## config.mk

```make
export PLATFORM = sky130hd
export DESIGN_NAME = alu_dispatch
export DESIGN_NICKNAME = d
export VERILOG_FILES = /design/src/rtl/alu_dispatch.sv
export SDC_FILE = /design/constraint.sdc
export NUM_CORES = 1
export LEC_CHECK = 0
export ABC_CLOCK_PERIOD_IN_PS = 3810
export CAP_MARGIN = 10
export CORE_MARGIN = 4
export CORE_UTILIZATION = 40
export DETAILED_ROUTE_END_ITERATION = 16
export PLACE_DENSITY_LB_ADDON = 0.05
export SLEW_MARGIN = 15
export SYNTH_ARGS = -nofsm -noshare
export SYNTH_HDL_FRONTEND = slang
export SYNTH_SLANG_ARGS = --single-unit
```

## constraint.sdc

```tcl
create_clock -name clk -period 3.81 [get_ports clk]
set_input_delay 1.143 -clock clk [delete_from_list [all_inputs] [get_ports clk]]
set_output_delay 1.143 -clock clk [all_outputs]
set_load 0.03 [all_outputs]
```

## src/rtl/alu_dispatch.sv

```systemverilog
`timescale 1ns/1ps
// Dispatch/writeback stage in front of the 16-bit ALU: 8x16 regfile, IDLE/ISSUE/WAIT/WB FSM, illegal-op and timeout traps.
// ALU op: accept -> WB after 3 + ALU busy cycles; instr_ready only in IDLE. Optional {Z,N,C} flags under DISPATCH_FLAGS_EN.
module alu_dispatch #(
   parameter int TIMEOUT_CYCLES = 64
) (
   input  logic        clk,
   input  logic        rst,
   input  logic [15:0] instr,
   input  logic        instr_valid,
   output logic        instr_ready,
   output logic [4:0]  alu_op,
   output logic [15:0] alu_a,
   output logic [15:0] alu_b,
   output logic        alu_cin,
   output logic        alu_bin,
   output logic        alu_mov_enable,
   input  logic [15:0] alu_result,
   input  logic [15:0] alu_remainder,
   input  logic        alu_bout,
   input  logic        alu_busy,
   output logic        done,
   output logic        err_illegal,
   output logic        err_timeout,
   input  logic [2:0]  dbg_addr,
`ifdef DISPATCH_FLAGS_EN
   output logic [2:0]  flags,
`endif
   output logic [15:0] dbg_data
);

   localparam logic [4:0] OP_SUB = 5'b00010;
   localparam logic [4:0] OP_DIV = 5'b00100;
   localparam logic [4:0] OP_MOV = 5'b01000;
   localparam logic [4:0] OP_LDI = 5'b11111;
   localparam logic [7:0] WAIT_LAST = 8'(TIMEOUT_CYCLES - 1);

   typedef enum logic [1:0] {S_IDLE, S_ISSUE, S_WAIT, S_WB} state_t;

   state_t      state, state_n;
   logic [4:0]  op_q;
   logic [2:0]  rd_q;
   logic [15:0] res_q;
   logic [15:0] rem_q;
   logic [7:0]  wait_cnt;
   logic        err_ill_q;
   logic        err_to_q;
   logic [15:0] regs [8];

   logic [4:0]  in_op;
   logic [2:0]  in_rd, in_ra, in_rb;
   logic        accept, in_alu, in_ldi, alu_finish, timed_out;

   function automatic logic is_alu_op(input logic [4:0] op);
      return (op >= 5'd1 && op <= 5'd6) || (op >= 5'd8 && op <= 5'd17);
   endfunction

   assign in_op  = instr[15:11];
   assign in_rd  = instr[10:8];
   assign in_ra  = instr[7:5];
   assign in_rb  = instr[4:2];
   assign accept = instr_valid && (state == S_IDLE);
   assign in_alu = is_alu_op(in_op);
   assign in_ldi = (in_op == OP_LDI);

   // wait_cnt == 0 marks the first WAIT cycle, where busy may not yet reflect the new op.
   assign alu_finish = (state == S_WAIT) && (wait_cnt != 8'd0) && !alu_busy;
   assign timed_out  = (state == S_WAIT) && !alu_finish && (wait_cnt == WAIT_LAST);

   always_ff @(posedge clk or negedge rst) begin
      if (!rst) state <= S_IDLE;
      else      state <= state_n;
   end

   always_comb begin
      state_n = state;
      case (state)
         S_IDLE: begin
            if (accept && in_alu)      state_n = S_ISSUE;
            else if (accept && in_ldi) state_n = S_WB;
         end
         S_ISSUE: state_n = S_WAIT;
         S_WAIT: begin
            if (alu_finish)     state_n = S_WB;
            else if (timed_out) state_n = S_IDLE;
         end
         S_WB:    state_n = S_IDLE;
         default: state_n = S_IDLE;
      endcase
   end

   always_ff @(posedge clk or negedge rst) begin
      if (!rst) begin
         op_q      <= 5'd0;
         rd_q      <= 3'd0;
         res_q     <= 16'd0;
         rem_q     <= 16'd0;
         alu_a     <= 16'd0;
         alu_b     <= 16'd0;
         wait_cnt  <= 8'd0;
         err_ill_q <= 1'b0;
         err_to_q  <= 1'b0;
         for (int i = 0; i < 8; i++) regs[i] <= 16'd0;
      end else begin
         err_ill_q <= accept && !in_alu && !in_ldi;
         err_to_q  <= timed_out;
         if (accept) begin
            op_q  <= in_op;
            rd_q  <= in_rd;
            alu_a <= regs[in_ra];
            alu_b <= regs[in_rb];
            res_q <= {8'h00, instr[7:0]};
         end
         if (state == S_ISSUE)     wait_cnt <= 8'd0;
         else if (state == S_WAIT) wait_cnt <= wait_cnt + 8'd1;
         if (alu_finish) begin
            res_q <= alu_result;
            rem_q <= alu_remainder;
         end
         if (state == S_WB) begin
            regs[rd_q] <= res_q;
            // rd+1 wraps within 3 bits, so a DIV into r7 puts the remainder in r0.
            if (op_q == OP_DIV) regs[rd_q + 3'd1] <= rem_q;
         end
      end
   end

`ifdef DISPATCH_FLAGS_EN
   logic bout_q;

   always_ff @(posedge clk or negedge rst) begin
      if (!rst) begin
         bout_q <= 1'b0;
         flags  <= 3'b000;
      end else begin
         if (alu_finish) bout_q <= alu_bout;
         if (state == S_WB && op_q != OP_LDI) begin
            flags[2] <= (res_q == 16'd0);
            flags[1] <= res_q[15];
            if (op_q == OP_SUB) flags[0] <= bout_q;
         end
      end
   end
`else
   logic unused_bout;
   assign unused_bout = alu_bout;
`endif

   assign instr_ready    = (state == S_IDLE);
   assign alu_op         = (state == S_ISSUE) ? op_q : 5'd0;
   assign alu_cin        = 1'b0;
   assign alu_bin        = 1'b0;
   assign alu_mov_enable = (op_q == OP_MOV);
   assign done           = (state == S_WB) || err_ill_q || err_to_q;
   assign err_illegal    = err_ill_q;
   assign err_timeout    = err_to_q;
   assign dbg_data       = regs[dbg_addr];

endmodule

```

; ---- After elaboration in Yosys (flattened, before gate mapping)
; Cells that the tools add are included.
[totals]
register_bits = 212
input_bits = 56
word_cells = 96
output_inout_bits = 60
[classes]
order_cmp = 11
n_eq_ne = 9
n_bitwise = 5
n_addsub = 2
n_mux = 26
n_reduce_logical = 25
[op_table]
columns = cell, n
row1 = 128-bit bitwise mux, 2
row2 = 16-bit two-way mux, 10
row3 = 16-bit binary-select mux with 3-bit select, 3
row4 = 128-bit two-way mux, 1
row5 = 16-bit demux with 3-bit select, 2
row6 = 4-bit >= comparator (second input constant), 5
row7 = 3-bit NOT with 4-bit output, 5
row8 = 8-bit two-way mux, 2
row9 = 1-bit logical AND, 13
row10 = 8-bit by 1-bit adder with 8-bit output (second input constant), 1
row11 = 8-bit by 6-bit equality test with 1-bit output (second input constant), 1
row12 = 4-bit by 1-bit less-than comparator with 1-bit output (second input constant), 2
row13 = 2-bit two-way mux, 4
row14 = 2-bit case mux with 4 select lines, 1
row15 = 8-bit nonzero test, 1
row16 = 5-bit by 3-bit equality test with 1-bit output (second input constant), 1
row17 = 5-bit by 4-bit equality test with 1-bit output (second input constant), 1
row18 = 5-bit equality test (second input constant), 1
row19 = 5-bit by 1-bit >= comparator with 1-bit output (second input constant), 1
row20 = 5-bit by 4-bit >= comparator with 1-bit output (second input constant), 1
row21 = 5-bit by 3-bit <= comparator with 1-bit output (second input constant), 1
row22 = 5-bit <= comparator (second input constant), 1
row23 = 5-bit two-way mux, 1
row24 = 2-bit equality test (second input constant), 2
row25 = 9 further kinds, 15

; ---- Longest topological paths before layout
; Gate-level depths: netlist of the first run.
[logic_depth]
word_depth = 9
depth_mapped = 9
depth_no_buf = 7

; ---- Worst setup path before layout of the first run
; Ideal clock, no wire load.
[synth_timing]
kind = input to output
startpoint = input port dbg_addr[0]
endpoint = output port dbg_data[0]
stages = 4
t_arrival_ns = 2.531
n_path_buf = 2
setup_slack_ns = 0.136
required_time_ns = 2.667
path_cell_list = clkbuf_1 buf_2 mux4_2 mux2_2
[synth_via]
elab_chain_len = 4
[synth_rtl]
columns = item, line_no
row1 = "start, declared", 25  ; input logic [2:0] dbg_addr,
row2 = 3-bit NOT with 4-bit output (not written as such), 157  ; assign dbg_data = regs[dbg_addr];
row3 = 16-bit binary-select mux with 3-bit select, 157
row4 = 16-bit two-way mux (not written as such) (2 in series), 157
row5 = "end, declared", 29  ; output logic [15:0] dbg_data
; No other way between the ends. The select of a mux whose other input is x is not followed.

; ---- Worst setup path in the final report of the first run
[layout_timing]
startpoint = input port dbg_addr[0]
endpoint = output port dbg_data[14]
; The elaborated chain is that of the path after synthesis.

==> impl_metrics.py, run 1 <==
metrics = {
    "drt": {
        "drc": 0,
        "ant_nets": 0,
        "vias": 9320,
        "drtPass1Iterations": 5,
        "viasPerCell": 6.43,
        "wl_um": 41200,
        "dr.first_iter.drc_count": 1021,
        "wl_per_cell_um": 28.4,
    },
    "clock_tree": {
        "cts_sinks": 212,
        "clockBufferDepth": 3,
        "clk_latency_ns": 0.52,
        "clk_pin_slew_ns": 0.06,
        "post_cts_buffers": 0,
        "cts_tree": "built",
        "cts_root_buf": "clkbuf_16",
        "htreeDepth": 1,
        "cts_buffers": 25,
    },
    "sta": {
        "finalMaxSlewViolations": 0,
        "tns_ns": 0,
        "worst-slew-pin-transition_ns": 0.874,
        "fin_crit_ns": 3.66,
        "fin_hold_ws_ns": 0.474,
        "setup_viol": 0,
        "final_hold_viol_count": 0,
        "fmax_ghz": 0.273,
        "rsz0062_at_grt": "false",
        "post-route-period-util_pct": 96.0,
        "fin_worst_skew_ns": 0.0133,
        "maxSlewHeadroom_pct": 41.6,
    },
    "layout": {
        "nNetsFinal": 1108,
        "antennaDiodeCount": 0,
        "final_cell_area_um2": 14400,
        "final_core_util_pct": 48.3,
        "areaGrowthSynthToFinish_pct": 19.1,
        "layout-drive-gt1-share_pct": 24.2,
        "final_common_cell": "dfrtp_1",
        "mostFrequentLayoutCells": "212 x dfrtp_1, 131 x o22ai_1, 128 x a2bb2oi_1",
    },
    "global_route": {
        "gr-total-overflow": 0,
        "grt_util_all_layers_pct": 24.7,
        "grt_first_pass_wirelength_um": 62200,
        "first_global_vias": 9369,
        "antenna_found_initial": 1,
        "grt_max_degree": 74,
    },
    "worst_setup_path": {
        "critPathKind": "input pin to output pin",
        "reg2reg_slack_ns": 1.19,
        "worstPathRequired_ns": 2.67,
        "rr_worst_depth": 6,
        "start_kind": "input pin",
        "worstPathMaxFanout": 16,
        "worstPathArrival_ns": 2.51,
        "crit_path_end_kind": "output pin",
        "r2r-end": "regs[12]",
        "rr_startpoint": "op_q[1]",
    },
    "power": {
        "seq_power_share_pct": 38.3,
        "total_leakage_power_nw": 5.70,
        "power.total_mw": 12.9,
        "ir_drop_v": 0.000409,
        "power_density_nw_per_um2": 898,
        "combPwrFrac_pct": 43.7,
        "pwr-share-clk_pct": 18.1,
        "sw_frac_of_total_pct": 40.9,
        "switchingPower_mw": 5.27,
        "power.internal_mw": 7.62,
    },
    "place": {
        "dpl-instance-area_um2": 13600,
        "portBuffers": 112,
        "place_congestion": 0.790,
        "dp_hpwl_um": 25500,
    },
    "synthesis": {
        "ys_ff_latch": 212,
        "ys_seq_area_share_pct": 44.0,
        "yosys_warnings": 0,
        "synth_area_per_cell_um2": 12.2,
        "synthDistinctLibCells": 47,
        "syn_area_um2": 12100,
        "syn_inst": 987,
    },
    "floorplanning": {
        "initial_core_util_pct": 40.6,
        "die-area_um2": 33000,
        "dieWidth_um": 182,
        "die_y_um": 182,
        "io_pins": 116,
        "num_rows": 63,
        "core_um2": 29700,
    },
    "worst_hold_path": {
        "hold_end": "alu_b[11]",
        "hp-class": "register to register",
        "hold_depth": 2,
        "hp-start": "alu_b[11]",
    },
    "run": {
        "maxCapViolCount": 0,
    },
    "run_status": {
        "status": "finished, final reports clean",
    },
}
==> final cells by class <==
cell class	instances	area [um2]
Fill cell	2698	15400
Multi-Input combinational cell	641	6210
Sequential cell	212	5310
Timing Repair Buffer	155	1540
Clock buffer	39	738
Tap cell	390	488
Clock inverter	3	40.0
Inverter	10	37.5
==> timing repair <==
action	CTS	global route
endpoints found under the hold margin	0	0
hold buffers	0	0
gates resized for setup	1	0
setup endpoints to repair	16	0
==> through the flow <==
| stage | instances | worst slack (ns) |
|---|---|---|
| floorplan | 988 | 0.136 |
| global placement | 1408 | -0.0772 |
| detailed placement | 1408 | -0.0888 |
| CTS | 1450 | 0.140 |
| global route | 1450 | 0.109 |
| finish | 1450 | 0.153 |
==> flip-flops by register name, summed over array words and instances (netlist names) <==
| register | cells |
|---|---|
| alu_a | 16 |
| alu_b | 16 |
| err_illegal | 1 |
| err_timeout | 1 |
| op_q | 5 |
| rd_q | 3 |
| regs | 128 |
| rem_q | 16 |
| res_q | 16 |
| state | 2 |
| wait_cnt | 8 |
==> synthesized netlist by cell type (all sizes together) <==
cell	number	area (um2)
nand2	71	277
nand3b	5	37.5
o22a	1	8.76
nor2b	2	12.5
clkbuf	68	255
nor3	1	5.00
or4	1	7.51
xor2	2	17.5
mux2i	40	400
ha	7	87.6
mux2	40	450
nor2	10	37.5
and2	7	43.8
xnor2	3	26.3
or3	3	23.8
a2bb2oi	128	1120
or3b	1	8.76
nand3	8	60.1
a22oi	1	7.51
a21boi	9	143
o211ai	1	7.51
o22ai	131	820
conb	1	3.75
inv	10	37.5
buf	57	272
mux4	96	2160
nor3b	2	15.0
nor4b	2	32.5
nor4	1	21.3
o21ai	54	270
a211oi	1	7.51
o32a	1	10.0
a31oi	1	6.26
a2111o	1	11.3
a21oi	5	25.0
nand4	1	6.26
o21a	2	15.0
dfrtp	212	5310
==> kinds of logic after synthesis <==
group | Yosys count | share of synthesized area [%]
compound gates | 336 | 20.3
mux | 176 | 25.0
flops | 212 | 44.0
simple gates | 115 | 4.88
other cells | 1 | 0.0311
buf+inv | 135 | 4.68
fa+ha+maj | 7 | 0.726
xor+xnor | 5 | 0.363
==> how the worst max path moves through the flow <==
stage | start | to | slack, ns | cells past startpoint
floorplan | dbg_addr[0] | dbg_data[0] | 0.14 | 4
global placement | dbg_addr[1] | dbg_data[0] | -0.08 | 5
detailed placement | dbg_addr[1] | dbg_data[0] | -0.09 | 5
CTS | dbg_addr[0] | dbg_data[14] | 0.14 | 5
global route | state[1] | alu_op[4] | 0.11 | 4
finish | dbg_addr[0] | dbg_data[14] | 0.15 | 5
==> per-layer routing <==
layer  part of all wire (%)  track usage, %  wire, um
met4                    2.1            5.04       858
met2                     45            38.4     18600
met3                    9.9            5.29      4070
met5                      0               0         0
met1                     43            36.1     17600
==> worst max-delay path: stages <==
cell and delay [ns]:
buf_2 0.14, buf_12 0.19, mux4_2 0.52, mux2_2 0.32, buf_4 0.18
==> power groups by stage <==
| stage | combinational (mW) | clock [mW] | sequential [mW] |
|---|---|---|---|
| after floorplan | 4.16 | 0 | 4.31 |
| after global placement | 5.57 | 0 | 4.87 |
| after detailed placement | 5.63 | 0 | 4.88 |
| after CTS | 5.64 | 2.38 | 4.86 |
| after global routing | 6.04 | 2.46 | 5.10 |
| final | 5.63 | 2.33 | 4.93 |
Note: power is estimated with default switching activity, not from simulation.
==> inputs of run 2 (changes only) <==
--- a/config.mk
+++ b/config.mk
@@ -7,6 +7,7 @@
 export LEC_CHECK = 0
 export ABC_CLOCK_PERIOD_IN_PS = 3810
 export CAP_MARGIN = 10
+export CORE_ASPECT_RATIO = 0.8
 export CORE_MARGIN = 4
 export CORE_UTILIZATION = 40
 export DETAILED_ROUTE_END_ITERATION = 16
==> run 2 against run 1 <==
Global-route usage grew 1.0 points. Non-clock buffer count grew 11. Clock power grew 5%. Sequential power grew 2%. Register-to-register slack got worse by 0.09 ns. Cell area increased by 1.3%.
==> impl_metrics.py, run 2 (synthesized netlist as in run 1, its figures left out) <==
metrics = {
    "global_route": {
        "grt_util_all_layers_pct": 25.7,
        "grt_max_degree": 73,
        "antenna_found_initial": 2,
        "grt_first_pass_wirelength_um": 64100,
        "gr-total-overflow": 0,
        "first_global_vias": 9512,
    },
    "sta": {
        "fin_hold_ws_ns": 0.478,
        "fin_worst_skew_ns": 0.0130,
        "finalMaxSlewViolations": 0,
        "setup_viol": 0,
        "worst-slew-pin-transition_ns": 0.856,
        "maxSlewHeadroom_pct": 43.0,
        "fmax_ghz": 0.265,
        "fin_crit_ns": 3.78,
        "final_hold_viol_count": 0,
        "post-route-period-util_pct": 99.2,
    },
    "layout": {
        "areaGrowthSynthToFinish_pct": 20.6,
        "mostFrequentLayoutCells": "212 x dfrtp_1, 131 x o22ai_1, 128 x a2bb2oi_1",
        "final_cell_area_um2": 14500,
        "largest_reg_flops": 128,
        "layout-drive-gt1-share_pct": 25.5,
        "top_register": "regs",
        "antennaDiodeCount": 0,
        "nNetsFinal": 1119,
        "final_common_cell": "dfrtp_1",
        "fillCellCount": 2631,
    },
    "worst_setup_path": {
        "crit_path_end_kind": "output pin",
        "critPathKind": "input pin to output pin",
        "worstPathMaxFanout": 7,
        "critical_path.slowest_cell": "mux4_2",
        "start_kind": "input pin",
        "cp_common_cell": "buf_4",
        "worstPathCellList": "buf_4 -> buf_4 -> clkbuf_16 -> mux4_2 -> mux2_4 -> buf_4",
        "slowest_delay_ns": 0.50,
        "worstPathArrival_ns": 2.64,
        "worstPathRequired_ns": 2.67,
    },
    "power": {
        "total_leakage_power_nw": 5.80,
        "combPwrFrac_pct": 43.4,
        "sw_frac_of_total_pct": 41.6,
        "power_density_nw_per_um2": 906,
        "power.internal_mw": 7.70,
        "seq_power_share_pct": 38.0,
        "pwr-share-clk_pct": 18.6,
        "ir_drop_v": 0.000460,
        "switchingPower_mw": 5.48,
    },
    "floorplanning": {
        "core_um2": 29500,
        "io_pins": 116,
        "die_y_um": 163,
        "num_rows": 56,
        "initial_core_util_pct": 40.9,
        "dieWidth_um": 202,
        "die-area_um2": 33000,
    },
    "run_status": {
        "status": "finished, final reports clean",
    },
    "drt": {
        "drc": 0,
        "viasPerCell": 6.55,
        "drtPass1Iterations": 5,
        "dr.first_iter.drc_count": 1140,
        "ant_nets": 0,
        "wl_per_cell_um": 29.2,
        "vias": 9691,
        "wl_um": 43100,
    },
    "clock_tree": {
        "cts_tree": "built",
        "clk_pin_slew_ns": 0.06,
        "cts_buffers": 25,
        "htreeDepth": 1,
        "cts_hold_buf": 0,
        "clk_latency_ns": 0.54,
        "clockBufferDepth": 3,
        "cts_sinks": 212,
        "cts_root_buf": "clkbuf_16",
    },
    "place": {
        "place_congestion": 0.826,
        "portBuffers": 112,
        "dpl-instance-area_um2": 13600,
        "dp_hpwl_um": 27200,
    },
    "run": {
        "maxCapViolCount": 0,
    },
    "worst_hold_path": {
        "hp-class": "register to register",
    },
}
==> run 2: layout make-up <==
type | count | area [um2] | share of cell area, %
Timing Repair Buffer | 166 | 1650 | 11.3
Sequential cell | 212 | 5310 | 36.5
Clock inverter | 11 | 115 | 0.792
Clock buffer | 34 | 709 | 4.88
Multi-Input combinational cell | 641 | 6220 | 42.7
Inverter | 10 | 37.5 | 0.258
Tap cell | 406 | 508 | 3.49
==> run 2: worst paths after layout <==
kind | startpoint | endpoint | slack [ns] | cells past startpoint
worst min-delay path | alu_a[1] | alu_a[1] | 0.48 | 2
max in group asynchronous | rst | regs[93] | 2.38 | 2
worst max register to register | state[0] | regs[59] | 1.10 | 4
worst min register to register | alu_a[1] | alu_a[1] | 0.48 | 2
min in group asynchronous | rst | alu_a[1] | 0.62 | 1
worst max-delay path | dbg_addr[0] | dbg_data[5] | 0.03 | 6
==> run 2: what timing repair did <==
action / in CTS / in global routing
setup buffers: 1 / 0
resized for setup: 20 / 0
gates cloned: 1 / 1
pin swaps: 0 / 0
setup endpoints to repair: 16 / 3
==> run 2: power groups by stage <==
stage	Sequential, mW	Clock (mW)	Combinational (mW)
global route	5.15	2.58	6.09
finish	5.01	2.45	5.72
CTS	4.92	2.49	5.70
detailed placement	4.95	0	5.66
floorplan	4.31	0	4.16
global placement	4.95	0	5.61
==> run 2: per-layer routing <==
metal | share of wire [%] | GRT usage (%)
met4 | 2.6 | 5.92
met3 | 11 | 7.76
met5 | 0 | 0
met1 | 43 | 38.0
met2 | 43 | 37.5
==> run 2: worst max-delay path, delay by kind of cell <==
kind	cells	cell delay [ns]
buffers and inverters	4	0.69
muxes	2	0.79
==> run 2: metrics by stage <==
stage | power (mW) | worst slack [ns] | instances | util (%) | TNS [ns]
2_1_floorplan | 8.47 | 0.136 | 988 | - | 0
3_3_place_gp | 10.6 | -0.316 | 1432 | 46.1 | -2.36
3_5_place_dp | 10.6 | -0.344 | 1432 | 46.1 | -2.60
4_1_cts | 13.1 | 0.0302 | 1479 | 49.2 | 0
5_1_grt | 13.8 | -0.00391 | 1480 | 49.3 | -0.00496
6_report | 13.2 | 0.0302 | 1480 | 49.3 | 0
==> inputs of run 3 (changes only) <==
--- a/config.mk
+++ b/config.mk
@@ -5,7 +5,6 @@
 export SDC_FILE = /design/constraint.sdc
 export NUM_CORES = 1
 export LEC_CHECK = 0
-export ABC_CLOCK_PERIOD_IN_PS = 3810
 export CAP_MARGIN = 10
 export CORE_ASPECT_RATIO = 0.8
 export CORE_MARGIN = 4
==> results of run 3 <==
Final layout, timing and power as in run 2 (identical DEF).
